## config.mk

```make
export PLATFORM = sky130hd
export DESIGN_NAME = dpr16_sync_fifo
export DESIGN_NICKNAME = d
export VERILOG_FILES = /design/src/rtl/dpr16_pkg.sv /design/src/rtl/dpr16_ram_slice.sv /design/src/rtl/dpr16_sync_fifo.sv
export SDC_FILE = /design/constraint.sdc
export NUM_CORES = 1
export LEC_CHECK = 0
export BUFFER_PORTS_ARGS = -buffer_cell sky130_fd_sc_hd__buf_2
export CAP_MARGIN = 5
export CORE_MARGIN = 10
export CORE_UTILIZATION = 30
export CTS_CLUSTER_DIAMETER = 50
export DETAILED_ROUTE_END_ITERATION = 12
export GPL_ROUTABILITY_DRIVEN = 0
export PLACE_DENSITY = 0.45
export SLEW_MARGIN = 20
export SYNTH_ARGS = -nofsm -noshare
export SYNTH_HDL_FRONTEND = slang
export SYNTH_SLANG_ARGS = --single-unit
```

## constraint.sdc

```tcl
create_clock -name clk -period 3.35 [get_ports clk]
set_input_delay 0.1675 -clock clk [delete_from_list [all_inputs] [get_ports clk]]
set_output_delay 0.1675 -clock clk [all_outputs]
set_load 0.02 [all_outputs]
```

## src/rtl/dpr16_pkg.sv

```systemverilog
// Shared constants for the DPR16X4C-based FIFO: RAM geometry and counter widths.
package dpr16_pkg;
  localparam int DEPTH   = 16;
  localparam int AW      = 4;
  localparam int CW      = 5;
  localparam int SLICE_W = 4;
endpackage

```

## src/rtl/dpr16_ram_slice.sv

```systemverilog
// One 16x4 distributed-RAM slice with DPR16X4C behaviour: synchronous write on wck,
// asynchronous read of the word at rad. The read port is named dout because "do" is reserved.
module dpr16_ram_slice
  import dpr16_pkg::*;
(
  input  logic               wck,
  input  logic               wre,
  input  logic [SLICE_W-1:0] di,
  input  logic [AW-1:0]      wad,
  input  logic [AW-1:0]      rad,
  output logic [SLICE_W-1:0] dout
);

  logic [SLICE_W-1:0] mem [DEPTH];

  always_ff @(posedge wck)
    if (wre) mem[wad] <= di;

  assign dout = mem[rad];

endmodule

```

## src/rtl/dpr16_sync_fifo.sv

```systemverilog
// Single-clock 16-deep FIFO over WIDTH/4 parallel DPR16X4C slices, with a registered
// read stage, occupancy count, level flags and sticky overflow/underflow.
module dpr16_sync_fifo
  import dpr16_pkg::*;
#(
  parameter int WIDTH       = 4,
  parameter int AFULL_LEVEL = 14
) (
  input  logic             clk,
  input  logic             resetn,
  input  logic             wr_en,
  input  logic [WIDTH-1:0] wr_data,
  input  logic             rd_en,
  output logic [WIDTH-1:0] rd_data,
  output logic             rd_valid,
  output logic             full,
  output logic             almost_full,
  output logic             empty,
  output logic [CW-1:0]    count,
  output logic             overflow,
  output logic             underflow
);

  localparam int NSLICE = WIDTH / SLICE_W;

  if (WIDTH % SLICE_W != 0 || WIDTH <= 0) begin : g_bad_width
    $error("dpr16_sync_fifo: WIDTH must be a positive multiple of 4");
  end
  if (AFULL_LEVEL < 1 || AFULL_LEVEL > DEPTH) begin : g_bad_afull
    $error("dpr16_sync_fifo: AFULL_LEVEL must be in 1..16");
  end

  logic [AW-1:0]                   wr_ptr, rd_ptr;
  logic [NSLICE-1:0][SLICE_W-1:0]  ram_do;
  logic                            push_ok, pop_ok;

  assign full        = (count == CW'(DEPTH));
  assign empty       = (count == '0);
  assign almost_full = (count >= CW'(AFULL_LEVEL));

  // A full FIFO can still take a push when the same cycle frees a slot.
  assign pop_ok  = rd_en & ~empty;
  assign push_ok = wr_en & (~full | pop_ok);

  for (genvar g = 0; g < NSLICE; g++) begin : g_slice
    dpr16_ram_slice u_slice (
      .wck  (clk),
      .wre  (push_ok),
      .di   (wr_data[g*SLICE_W +: SLICE_W]),
      .wad  (wr_ptr),
      .rad  (rd_ptr),
      .dout (ram_do[g])
    );
  end

  // rd_data samples DO before the same-edge write lands, so a push/pop on a
  // shared address returns the old word.
  always_ff @(posedge clk or negedge resetn) begin
    if (!resetn) begin
      wr_ptr    <= '0;
      rd_ptr    <= '0;
      count     <= '0;
      rd_data   <= '0;
      rd_valid  <= 1'b0;
      overflow  <= 1'b0;
      underflow <= 1'b0;
    end else begin
      rd_valid <= pop_ok;
      if (push_ok) wr_ptr <= wr_ptr + AW'(1);
      if (pop_ok) begin
        rd_ptr  <= rd_ptr + AW'(1);
        rd_data <= ram_do;
      end
      case ({push_ok, pop_ok})
        2'b10:   count <= count + CW'(1);
        2'b01:   count <= count - CW'(1);
        default: count <= count;
      endcase
      if (wr_en & full & ~pop_ok) overflow  <= 1'b1;
      if (rd_en & empty)          underflow <= 1'b1;
    end
  end

endmodule

```

==> results of run 1 <==
==> power by group through the flow <==
| stage | combinational (uW) | sequential (uW) | clock (uW) |
|---|---|---|---|
| 3_5_place_dp | 1050 | 1610 | 0 |
| 5_1_grt | 1130 | 1630 | 1080 |
| 3_3_place_gp | 1050 | 1610 | 0 |
| 6_report | 1030 | 1580 | 1010 |
| 2_1_floorplan | 790 | 1530 | 0 |
| 4_1_cts | 1060 | 1590 | 1040 |
==> per-stage QoR <==
step | cell area, um^2 | utilization [%] | cells | hold slack [ns]
floorplan | 3560 | - | 211 | -0.1281
global placement | 3817 | 33.15 | 368 | 0.1685
detailed placement | 3817 | 33.15 | 368 | 0.1577
CTS | 4134 | 35.90 | 385 | 0.1980
global route | 4134 | 35.90 | 385 | 0.2199
finish | 4134 | 35.90 | 385 | 0.2057
==> layer usage <==
layer	vias up	track usage (%)	wire [um]
li1	864	-	-
met1	909	11.64	3294
met2	31	14.20	3329
met3	9	2.710	283
met4	0	3.612	91
met5	-	0	0
==> cells in the mapped netlist (5+ instances only) <==
cell type  count  area share [%]
mux2i_1       10             2.8
dfrtp_1       20              14
xnor2_1        9             2.2
o221ai_1       5             1.2
nand2_1       14             1.5
and2_1        16             2.8
clkbuf_1       6            0.63
mux4_2        16              10
ha_1           6             2.1
edfxtp_1      64              54
==> critical path, delay by kind of cell, from the launching register on <==
kind            cells  cell delay, ns
fa+ha+maj           1            0.24
simple gates        3            1.10
flops               1            0.48
xor+xnor            2            0.29
compound gates      2            0.39
==> layout make-up <==
type / count / area share, %
tap: 143 / 4.328
multi-input combinational: 111 / 25.70
inverter: 5 / 0.5145
sequential: 84 / 58.60
timing repair buffer: 26 / 3.450
clock inverter: 7 / 1.967
clock buffer: 9 / 5.448
==> logic make-up after synthesis <==
group	Yosys count
muxes	28
buffers and inverters	16
and+or+nand+nor	50
DFF	84
adders and majority gates	6
xor gates and xnor gates	11
AOI/OAI and AO/OA	16
==> state kept, by name (all words and copies together), names as in the netlist <==
| register | count |
|---|---|
| count | 5 |
| g_slice.u_slice.mem | 64 |
| overflow | 1 |
| rd_data | 4 |
| rd_ptr | 4 |
| rd_valid | 1 |
| underflow | 1 |
| wr_ptr | 4 |
==> path summary, 6_finish.rpt <==
check	start	end	slack, ns	cells past startpoint
min	rd_en	underflow	0.21	2
min reg2reg	underflow	underflow	0.45	1
max in group asynchronous	resetn	rd_valid	2.70	2
max reg2reg	count[1]	count[4]	0.77	8
min in group asynchronous	resetn	underflow	0.32	2
max	count[1]	count[4]	0.77	8
==> impl_metrics.ini, run 1 <==
[outcome]
status = complete, no violations

[die]
die_area_um2 = 16620
fp.coreArea_um2 = 11520
die_height_um = 128.9
rows = 39
die_width_um = 128.9
io_pins = 23
initial_core_util_pct = 30.91

[timing]
finalSetupTns_ns = 0
final.min_clock_period_ns = 2.582
final-setup-viol-count = 0
tightest_slew_ns = 0.8858
final_hold_viol_count = 0
slew_viol_final = 0
fin_crit_sh_pct = 77.08
slew_headroom_pct = 40.95
clock.fmax_ghz = 0.3873
skew_ns = 0.008494
final.setup.worst_slack_ns = 0.7678
rsz0062_at_grt = false

[synthesis]
synthAdderAreaFrac_pct = 2.109
synth_xor_area_share_pct = 2.707
ys_ff_latch = 84
yosysSeqAreaShare_pct = 68.05
synth-compound-area-share_pct = 3.761
synth_edf_count = 64
syn_inst = 211
yosysWarnings = 0
synthesis.area_um2 = 3560
synthFlopType = edfxtp_1
synth-async-reset-ratio_pct = 23.81
synth_top_family_by_area = multiplexers
synth-simple-area-share_pct = 7.698
syn_avg_cell_area_um2 = 16.87
synth.distinct_cells = 37
syn-num-nets = 225
synthMuxAreaShare_pct = 13.57

[layout]
num-fill-cells = 1094
n_antenna_cell = 0
multi_input_area_um2 = 1062
mostFrequentLayoutCells = edfxtp_1, buf_2, dfrtp_1
drive_gt1_share_pct = 25.62
area_growth_pct = 16.13
register_area_um2 = 2422
layout_commonest_cell = edfxtp_1
finalNetCount = 251

[clock_tree]
htree_levels = 3
cts_tree = yes
cts-root-buf = clkbuf_16
cts.clk_slew.worst_paths_ns = 0.06
ctsHoldBuffers = 1
clock_sinks = 84
cts_resized = 0
clock_path_buffers = 2
post_cts_buffers = 0
insertion_delay_ns = 0.34
numCtsBuffers = 9

[detailed_routing]
dr.pass1.iters = 4
ant_nets = 0
wl_per_cell_um = 18.18
drcViolationCount = 0
drt_iter0_markers = 167
vias = 1813
routed_wl_um = 6998
vias_per_cell = 4.709

[pwr]
p_leak_uw = 0.001496
p_int_uw = 2417
ir_worst_vdd_uv = 244.2
p_per_area_nw_per_um2 = 874.8
total_power_uw = 3616
p_comb_share_pct = 28.4
sequentialPowerShare_pct = 43.6
swShare_pct = 33.17
power_frac_clock_pct = 28.0
p_switching_uw = 1200

[global_routing]
gr-usage-all-layers_pct = 9.101
antenna_found_initial = 0
grt_pass1_vias = 1953
grt_pass1_wl_um = 11220
grt_overflow = 0
grt_max_degree = 21

[placed_design]
dp_hpwl_um = 4927
place_ws_ns = 0.7563
place.port_buffers = 22

[setup_path]
crit_required_ns = 3.61
crit_fanout = 12
crit_type = register to register
arrival_ns = 2.84
start_kind = register
cpPeakStageDelay_ns = 0.64
crit_chain = or4_4, o21ai_4, nor2_1, xor2_1, ha_1, or4_1, o31ai_1, xnor2_1
endpoint_kind = register
critPathSlowestCell = or4_4

[hold_path]
hp-class = input pin to register

[run]
max_cap_violations = 0
(Power assumes the default switching activity.)
==> run 2, diff against run 1 <==
- ABC_AREA: default -> 1
- PLACE_DENSITY: 0.45 -> 0.47
- clock period: 3.35 -> 2.2 ns (I/O delays scaled with it)
==> run 2 against run 1 <==
  * Non-clock buffer count increased by 2
  * Die area up 1.9%
  * Clock skew up 0.00087 ns
  * Sequential share of layout area down 1.5 points
  * First-iteration DRC count up 20%
  * Setup slack lost 0.44 ns
  * Final cell count grew 27%
  * Routed wire length grew 15%
  * Area after synthesis grew 2.3%
  * Critical endpoint unchanged
  * Largest power group unchanged
==> impl_metrics.ini, run 2 <==
[synthesis]
syn-num-nets = 325
synth_edf_count = 64
post-synth-top-area-fraction_pct = 52.78
synthMuxAreaShare_pct = 0
synth_top_family_by_area = simple AND/OR/NAND/NOR gates
ys_ff_latch = 84
synth-compound-area-share_pct = 11.13
synthAdderAreaFrac_pct = 2.062
synthesis.area_um2 = 3641
ys_top_cells_by_count = edfxtp_1, nor2_1, o21ai_0
synthTopCellsByArea = edfxtp_1, dfrtp_1, nor2_1, o21ai_0, nand2_1
yosysWarnings = 0
synth.most_common_cell = edfxtp_1
synth-async-reset-ratio_pct = 23.81
synth-simple-area-share_pct = 13.99
syn_inst = 311
yosysSeqAreaShare_pct = 66.53
synth_xor_area_share_pct = 2.165
synth.distinct_cells = 27
synthFlopType = edfxtp_1
syn_avg_cell_area_um2 = 11.71
yosysTopAreaCell = edfxtp_1

[die]
rows = 40
initial_core_util_pct = 30.44
die_width_um = 130.2
die_height_um = 130.2
die_area_um2 = 16940
fp.coreArea_um2 = 11960
io_pins = 23

[clock_tree]
htree_levels = 3
cts_resized = 0
numCtsBuffers = 9
post_cts_buffers = 0
insertion_delay_ns = 0.34
cts_tree = yes
clock_sinks = 84
cts.clk_slew.worst_paths_ns = 0.06
cts-root-buf = clkbuf_16
clock_path_buffers = 2
ctsHoldBuffers = 1

[global_routing]
grt_overflow = 0
antenna_found_initial = 0
grt_pass1_wl_um = 12820
grt_max_degree = 34
grt_pass1_vias = 2395
gr-usage-all-layers_pct = 10.09

[layout]
mostFrequentLayoutCells = edfxtp_1, nor2_1, o21ai_0
multi_input_area_um2 = 1069
drive_gt1_share_pct = 18.66
area_growth_pct = 16.46
layout_commonest_cell = edfxtp_1
design_area_um2 = 4240
instances_no_fill = 490
finalNetCount = 352
n_antenna_cell = 0
register_area_um2 = 2422
largestRegisters = g_slice.u_slice.mem: 64 flops, count: 5 flops
num-fill-cells = 1168
largest_reg_flops = 64
postLayoutCoreUtil_pct = 35.45
largest_register = g_slice.u_slice.mem

[timing]
final-setup-viol-count = 0
slew_viol_final = 0
skew_ns = 0.009364
rsz0062_at_grt = false
slew_headroom_pct = 63.47
tightest_slew_ns = 0.5480
final.min_clock_period_ns = 1.874
clock.fmax_ghz = 0.5336
finalSetupTns_ns = 0
final_hold_viol_count = 0
fin_crit_sh_pct = 85.18

[detailed_routing]
drcViolationCount = 0
dr.pass1.iters = 4
routed_wl_um = 8069
ant_nets = 0
drt_iter0_markers = 201
vias_per_cell = 4.808
wl_per_cell_um = 16.47
vias = 2356

[pwr]
p_switching_uw = 2207
total_power_uw = 5867
ir_worst_vdd_uv = 356.7
sequentialPowerShare_pct = 38.4
p_per_area_nw_per_um2 = 1384
power_frac_clock_pct = 27.4
p_comb_share_pct = 34.2
swShare_pct = 37.62
p_leak_uw = 0.001591
p_int_uw = 3660

[setup_path]
start_kind = register
r2r_cells = 15
path_common_cell = nand2_1
endpoint_kind = register
crit_type = register to register
crit_chain = nor2_2, nand3_4, nand3_4, nand2_1, nand2_1, inv_2, ha_1, inv_1, nand2_1, nand3_2, nand2_1, nand2_1, nand2_1, nand2_1, nand2_1
cpPeakStageDelay_ns = 0.45
arrival_ns = 2.10
crit_fanout = 7
crit_required_ns = 2.43
critPathSlowestCell = dfrtp_1

[placed_design]
dp_hpwl_um = 5481
placed_cell_area_um2 = 3915
place.port_buffers = 22
dp_cells = 473

[hold_path]
whs_path_depth = 3
hp-class = input pin to register

[outcome]
status = complete, no violations

[run]
max_cap_violations = 0
-- run 2: final timing paths --
kind	endpoint	start	slack [ns]
min reg2reg	underflow	underflow	0.47
min	wr_ptr[0]	wr_en	0.08
max in group asynchronous	rd_valid	resetn	1.56
max reg2reg	count[4]	count[0]	0.33
max	count[4]	count[0]	0.33
min in group asynchronous	underflow	resetn	0.28
-- run 2: layer usage --
layer | track usage, % | vias up | part of all wire, %
li1 | - | 1155 | -
met1 | 12.91 | 1156 | 48
met2 | 15.66 | 34 | 47
met3 | 2.759 | 11 | 3.5
met4 | 4.365 | 0 | 1.4
met5 | 0 | - | 0
-- run 2: layout make-up --
class,instances,area share (%)
flip-flops and latches,84,57.13
inverters,24,2.184
clock buffers,10,5.400
well taps,147,4.338
multi-input cells,191,25.20
repair buffers,28,3.718
clock inverters,6,2.036
-- run 2: through the flow --
step                worst slack [ns]  hold slack, ns
floorplan                     0.4071         -0.1856
global placement              0.3824          0.1143
detailed placement            0.3295          0.1183
CTS                           0.3227         0.07691
global route                  0.1439          0.1037
finish                        0.3261         0.08096
-- run 2: cell families (layout without fill, tap and decap cells) --
group,Yosys count,after routing
buffers and inverters,36,68
AOI/OAI and AO/OA,67,67
DFF,84,84
adders and majority gates,6,6
xor gates and xnor gates,9,9
and+or+nand+nor,109,109
-- run 2: power groups by stage --
stage | clock network (uW) | registers (uW) | logic (uW)
4_1_cts | 1640 | 2260 | 2050
5_1_grt | 1710 | 2300 | 2260
2_1_floorplan | 0 | 2330 | 1330
6_report | 1610 | 2250 | 2000
3_3_place_gp | 0 | 2280 | 2030
3_5_place_dp | 0 | 2280 | 2030
-- run 2: critical path, delay by kind of cell, from the launching register on --
family	cells	cell delay, ns
flip-flops	1	0.45
buffers and inverters	2	0.09
adder cells (fa/ha/maj)	1	0.16
AND/OR/NAND/NOR	12	1.06
